### src/rtl/layer_controller_if.sv
// Handshake and data bundle between the layer controller and the block that
// sequences it. The slave side is the controller; the master side drives start.
interface layer_controller_if #(
    parameter int dataWidth = 16,
    parameter int numInputs = 16
);
    logic                           start;
    logic [dataWidth*numInputs-1:0] vectorIn;
    logic                           neuronValid;
    logic [dataWidth*numInputs-1:0] layerIn;
    logic                           serReset;
    logic                           serEnable;
    logic                           busy;
    logic                           done;
    logic                           timeoutErr;

    modport master (
        output start, vectorIn, neuronValid,
        input  layerIn, serReset, serEnable, busy, done, timeoutErr
    );

    modport slave (
        input  start, vectorIn, neuronValid,
        output layerIn, serReset, serEnable, busy, done, timeoutErr
    );
endinterface

### src/rtl/layer_controller.sv
// Sequences one neural-network layer: latch the input vector, clear and then
// stream the serializer, wait (bounded) for the neurons, and pulse done.
module layer_controller #(
    parameter int numInputs     = 16,
    parameter int dataWidth     = 16,
    parameter int timeoutCycles = 64,
    parameter int cntWidth      = $clog2(numInputs + timeoutCycles + 2)
) (
    input  logic               clk,
    input  logic               reset,
    layer_controller_if.slave  bus
);

    typedef enum logic [2:0] {
        IDLE,
        CLEAR,
        RUN,
        WAIT,
        DONE
    } state_t;

    localparam logic [cntWidth-1:0] RUN_LAST  = cntWidth'(numInputs);
    localparam logic [cntWidth-1:0] WAIT_LAST = cntWidth'(timeoutCycles - 1);

    state_t              state;
    logic [cntWidth-1:0] cnt;

    // NOTE: every register here, state and outputs alike, is written with <= so
    // that all of them see the pre-edge values of each other within one edge.
    always_ff @(posedge clk) begin
        if (reset) begin
            state          <= IDLE;
            cnt            <= '0;
            bus.layerIn    <= '0;
            bus.serReset   <= 1'b0;
            bus.serEnable  <= 1'b0;
            bus.busy       <= 1'b0;
            bus.done       <= 1'b0;
            bus.timeoutErr <= 1'b0;
        end else begin
            bus.serReset <= 1'b0;
            bus.done     <= 1'b0;
            case (state)
                IDLE: begin
                    if (bus.start) begin
                        bus.layerIn    <= bus.vectorIn;
                        bus.timeoutErr <= 1'b0;
                        bus.serReset   <= 1'b1;
                        bus.busy       <= 1'b1;
                        state          <= CLEAR;
                    end
                end
                CLEAR: begin
                    cnt           <= '0;
                    bus.serEnable <= 1'b1;
                    state         <= RUN;
                end
                // One alignment cycle plus numInputs beats: counts 0..numInputs.
                RUN: begin
                    if (cnt == RUN_LAST) begin
                        cnt   <= '0;
                        state <= WAIT;
                    end else begin
                        cnt <= cnt + 1'b1;
                    end
                end
                // neuronValid is checked first so it wins a tie with the timeout.
                WAIT: begin
                    if (bus.neuronValid) begin
                        bus.serEnable <= 1'b0;
                        bus.done      <= 1'b1;
                        state         <= DONE;
                    end else if (cnt == WAIT_LAST) begin
                        bus.timeoutErr <= 1'b1;
                        bus.serEnable  <= 1'b0;
                        bus.done       <= 1'b1;
                        state          <= DONE;
                    end else begin
                        cnt <= cnt + 1'b1;
                    end
                end
                DONE: begin
                    cnt      <= '0;
                    bus.busy <= 1'b0;
                    state    <= IDLE;
                end
                default: state <= IDLE;
            endcase
        end
    end

endmodule

### src/flat_wrapper.sv
// flat-port wrapper written by rule: the top's interface ports become plain ports
module layer_controller_flat 
#(
    parameter int numInputs     = 16,
    parameter int dataWidth     = 16,
    parameter int timeoutCycles = 64,
    parameter int cntWidth      = $clog2(numInputs + timeoutCycles + 2)
)
  (clk, reset, bus_start, bus_vectorIn, bus_neuronValid, bus_layerIn, bus_serReset, bus_serEnable, bus_busy, bus_done, bus_timeoutErr);
  layer_controller_if #(.dataWidth(dataWidth), .numInputs(numInputs)) bus_i ();
  input  logic clk;
  input  logic reset;
  input wire logic [$bits(bus_i.start)-1:0] bus_start;
  input wire logic [$bits(bus_i.vectorIn)-1:0] bus_vectorIn;
  input wire logic [$bits(bus_i.neuronValid)-1:0] bus_neuronValid;
  output wire logic [$bits(bus_i.layerIn)-1:0] bus_layerIn;
  output wire logic [$bits(bus_i.serReset)-1:0] bus_serReset;
  output wire logic [$bits(bus_i.serEnable)-1:0] bus_serEnable;
  output wire logic [$bits(bus_i.busy)-1:0] bus_busy;
  output wire logic [$bits(bus_i.done)-1:0] bus_done;
  output wire logic [$bits(bus_i.timeoutErr)-1:0] bus_timeoutErr;
  assign bus_i.start = bus_start;
  assign bus_i.vectorIn = bus_vectorIn;
  assign bus_i.neuronValid = bus_neuronValid;
  assign bus_layerIn = bus_i.layerIn;
  assign bus_serReset = bus_i.serReset;
  assign bus_serEnable = bus_i.serEnable;
  assign bus_busy = bus_i.busy;
  assign bus_done = bus_i.done;
  assign bus_timeoutErr = bus_i.timeoutErr;
  layer_controller #(.numInputs(numInputs), .dataWidth(dataWidth), .timeoutCycles(timeoutCycles), .cntWidth(cntWidth)) u_core (.clk(clk), .reset(reset), .bus(bus_i));
endmodule
### config.mk
export PLATFORM = sky130hd
export DESIGN_NAME = layer_controller_flat
export DESIGN_NICKNAME = d
export VERILOG_FILES = /design/src/rtl/layer_controller_if.sv /design/src/rtl/layer_controller.sv /design/src/flat_wrapper.sv
export SDC_FILE = /design/constraint.sdc
export NUM_CORES = 1
export LEC_CHECK = 0
export BUFFER_PORTS_ARGS = -buffer_cell sky130_fd_sc_hd__buf_2
export CORE_AREA = 2 2 200 202
export DETAILED_ROUTE_END_ITERATION = 8
export DIE_AREA = 0 0 202 204
export GPL_ROUTABILITY_DRIVEN = 0
export GPL_TIMING_DRIVEN = 0
export PLACE_DENSITY = 0.54
export SYNTH_ARGS = -nofsm -noshare
export SYNTH_HDL_FRONTEND = slang
export SYNTH_SLANG_ARGS = --single-unit
### constraint.sdc
create_clock -name clk -period 2.6 [get_ports clk]
set_input_delay 0.13 -clock clk [delete_from_list [all_inputs] [get_ports clk]]
set_output_delay 0.13 -clock clk [all_outputs]
set_load 0.03 [all_outputs]
==> impl_metrics.json <==
{
  "clock-sinks": 271,
  "finalCriticalPeriod_ps": 1840,
  "critical_path.endpoint_type": "flop",
  "synthesis.nets": 1465,
  "antenna_left": 0,
  "wl_mm": 36.2,
  "synthToLayoutAreaGrowth_pct": 70.2,
  "r2r_start": "u_core.state[1]",
  "grtUsageTotal": 0.164,
  "cts_made_buffers": 30,
  "dieArea_um2": 41200,
  "skew_ps": 18.0,
  "grt_pass1_wl_mm": 55.7,
  "worstRegToRegCells": 7,
  "core_area_um2": 39200,
  "synth-edff-count": 0,
  "worstSkewPairLatency_ps": 570,
  "clockBufferDepth": 3,
  "path_clk_slew_ps": 60,
  "post-route-period-util": 0.706,
  "io_pins": 521,
  "hold_viol": 0,
  "antenna_found_initial": 0,
  "port_buffers": 519,
  "vias_per_cell": 4.29,
  "die_h_um": 204,
  "ys_ff_latch": 271,
  "seq_area_frac_synth": 0.560,
  "firstDrtPassIters": 7,
  "cp.required_ps": 3090,
  "leakagePower_nw": 7.56,
  "grt_overflow_total": 0,
  "synth_top_family_by_area": "simple AND/OR/NAND/NOR gates",
  "cts.repair.resized": 0,
  "cts_setup_buffers": 0,
  "hold-path-cell-count": 3,
  "synth_cell_types": 37,
  "synth_compound_area_frac": 0.156,
  "synth_xor_area_frac": 0,
  "synth_common_cells": "516 x nand2_1, 271 x dfxtp_1, 258 x a21oi_1, 51 x clkbuf_1, 25 x buf_4",
  "crit_buf_inv": 3,
  "worst_ep_arrival_time_ps": 2330,
  "fin_ws_ps": 764,
  "setup_viol": 0,
  "ys.flop_type": "dfxtp_1",
  "max_stage_delay_ps": 470,
  "nNetsFinal": 2274,
  "hp-start": "reset",
  "cp_slowest_cell": "clkbuf_1",
  "h-tree-depth": 1,
  "ir_drop_v": 0.000468,
  "synth.most_common_cell": "nand2_1",
  "via_count": 11000,
  "synth_area_um2": 9690,
  "synth_mux_area_frac": 0.00103,
  "synth_top_area_frac": 0.560,
  "grt_max_degree": 15,
  "wl_per_cell_um": 14.1,
  "critical_path.cell_chain": "buf_2, nor2b_4, nand2_2, buf_4, clkbuf_1, nand2_1, a21oi_1",
  "synth_top_area_cell": "dfxtp_1",
  "powerDensity_nw_per_um2": 687,
  "timing.rr.end": "u_core.bus.layerIn[64]",
  "fp.dieW_um": 202,
  "root_buffer": "clkbuf_16",
  "rsz0062_at_grt": "false",
  "worstMarginPinSlew_ps": 808,
  "critPathKind": "reg2reg",
  "drt_iter0_drc": 419,
  "grt_pass1_vias": 11200,
  "syn_avg_cell_area_um2": 8.05,
  "yosysWarningCount": 0,
  "timing.hold.ws_ps": 54.6,
  "antenna_cells": 0,
  "synth_fa_ha_area_frac": 0.00258,
  "post-place-ws_ps": 745,
  "max_freq_ghz": 0.545,
  "hp-class": "in2reg",
  "status": "complete, no violations",
  "synthTopCellsByArea": "dfxtp_1 56%, nand2_1 20%, a21oi_1 13%, clkbuf_1 2.0%, buf_4 1.9%",
  "crit_fanout": 10,
  "drive_gt1_frac": 0.305,
  "drv_cap": 0,
  "start_util": 0.247,
  "cts_tree": "built",
  "crit_family": "buffers and inverters",
  "slew_headroom": 0.461,
  "holdPathEnd": "u_core.cnt[0]",
  "yosys.area_share.simple": 0.229,
  "start_kind": "flop",
  "fillers": 3864,
  "rows": 73,
  "final-max-slew-violation-count": 0,
  "synthCells": 1203,
  "reg2reg_slack_ps": 760,
  "dp_hpwl_mm": 25.8,
  "hold_buffers": 258,
  "drc": 0,
  "synthArstFlopShare": 0,
  "setup_tns_ps": 0
}
[logic make-up after synthesis]
family | count (synthesis)
muxes | 1
adders and majority gates | 2
and+or+nand+nor | 554
buffers and inverters | 95
AOI/OAI and AO/OA | 280
DFF | 271
[tightest hold or removal path, cell delays in order]
cell	delay, ps
buf_2	190
inv_1	100
a32o_1	160
[state kept, by name (all words and copies together) (netlist names)]
| register | flops |
|---|---|
| u_core.bus.layerIn | 256 |
| u_core.cnt | 7 |
| u_core.state | 3 |
| u_core.bus.busy | 1 |
| u_core.bus.done | 1 |
| u_core.bus.serEnable | 1 |
| u_core.bus.serReset | 1 |
| u_core.bus.timeoutErr | 1 |
[routing by layer]
layer	track usage	vias up	part of all wire
met5	0	-	0
met2	0.303	414	0.49
met4	0.0583	0	0.036
met3	0.0520	85	0.081
met1	0.176	4957	0.40
li1	-	5525	-
[worst max path at each step]
| stage | end | slack (ps) | cells after the start | start |
|---|---|---|---|---|
| floorplan | u_core.cnt[0] | 1040 | 5 | u_core.cnt[0] |
| global placement | u_core.bus.layerIn[64] | 760 | 7 | u_core.state[1] |
| detailed placement | u_core.bus.layerIn[62] | 740 | 7 | u_core.state[1] |
| CTS | u_core.bus.layerIn[63] | 740 | 7 | u_core.state[1] |
| global route | u_core.bus.layerIn[61] | 610 | 7 | u_core.state[1] |
| finish | u_core.bus.layerIn[64] | 760 | 7 | u_core.state[1] |
[where the power goes]
part / switching (mW) / internal (mW) / leakage, nW
Clock: 1.72 / 2.43 / 0.481
Sequential: 0.160 / 4.48 / 2.22
Combinational: 1.59 / 0.944 / 4.86
[stage by stage]
stage	instances	area, um^2	utilization	total power [mW]
after detailed placement	2247	12900	0.330	6.94
after CTS	2558	16500	0.421	11.4
after global routing	2558	16500	0.421	11.8
final	2558	16500	0.421	11.3
after floorplan	1203	9690	-	6.13
after global placement	2247	12900	0.330	6.92
[cell usage in the layout, fill, tap and decap left out, drive strengths merged, types with 2 or more instances in the layout]
cell type    count
clkbuf          93
nor2             7
nand3b           6
a2111oi          3
nor2b            2
ha               2
a31oi           12
a21oi          258
nor3             5
dlygate4sd3    258
dfxtp          271
and3             6
nor3b            3
inv              5
nand2          517
buf            558
clkinv           9
nor4             2
[cell type report]
type | count | area (um^2) | share of cell area
inverter | 5 | 18.8 | 0.00114
buffer | 90 | 480 | 0.0291
clock buffer | 42 | 877 | 0.0532
clock inverter | 11 | 82.6 | 0.00501
timing repair buffer | 777 | 5180 | 0.314
sequential | 271 | 5430 | 0.329
tap | 525 | 657 | 0.0398
multi-input combinational | 837 | 3760 | 0.228
Note: power is estimated with default switching activity, not from simulation.
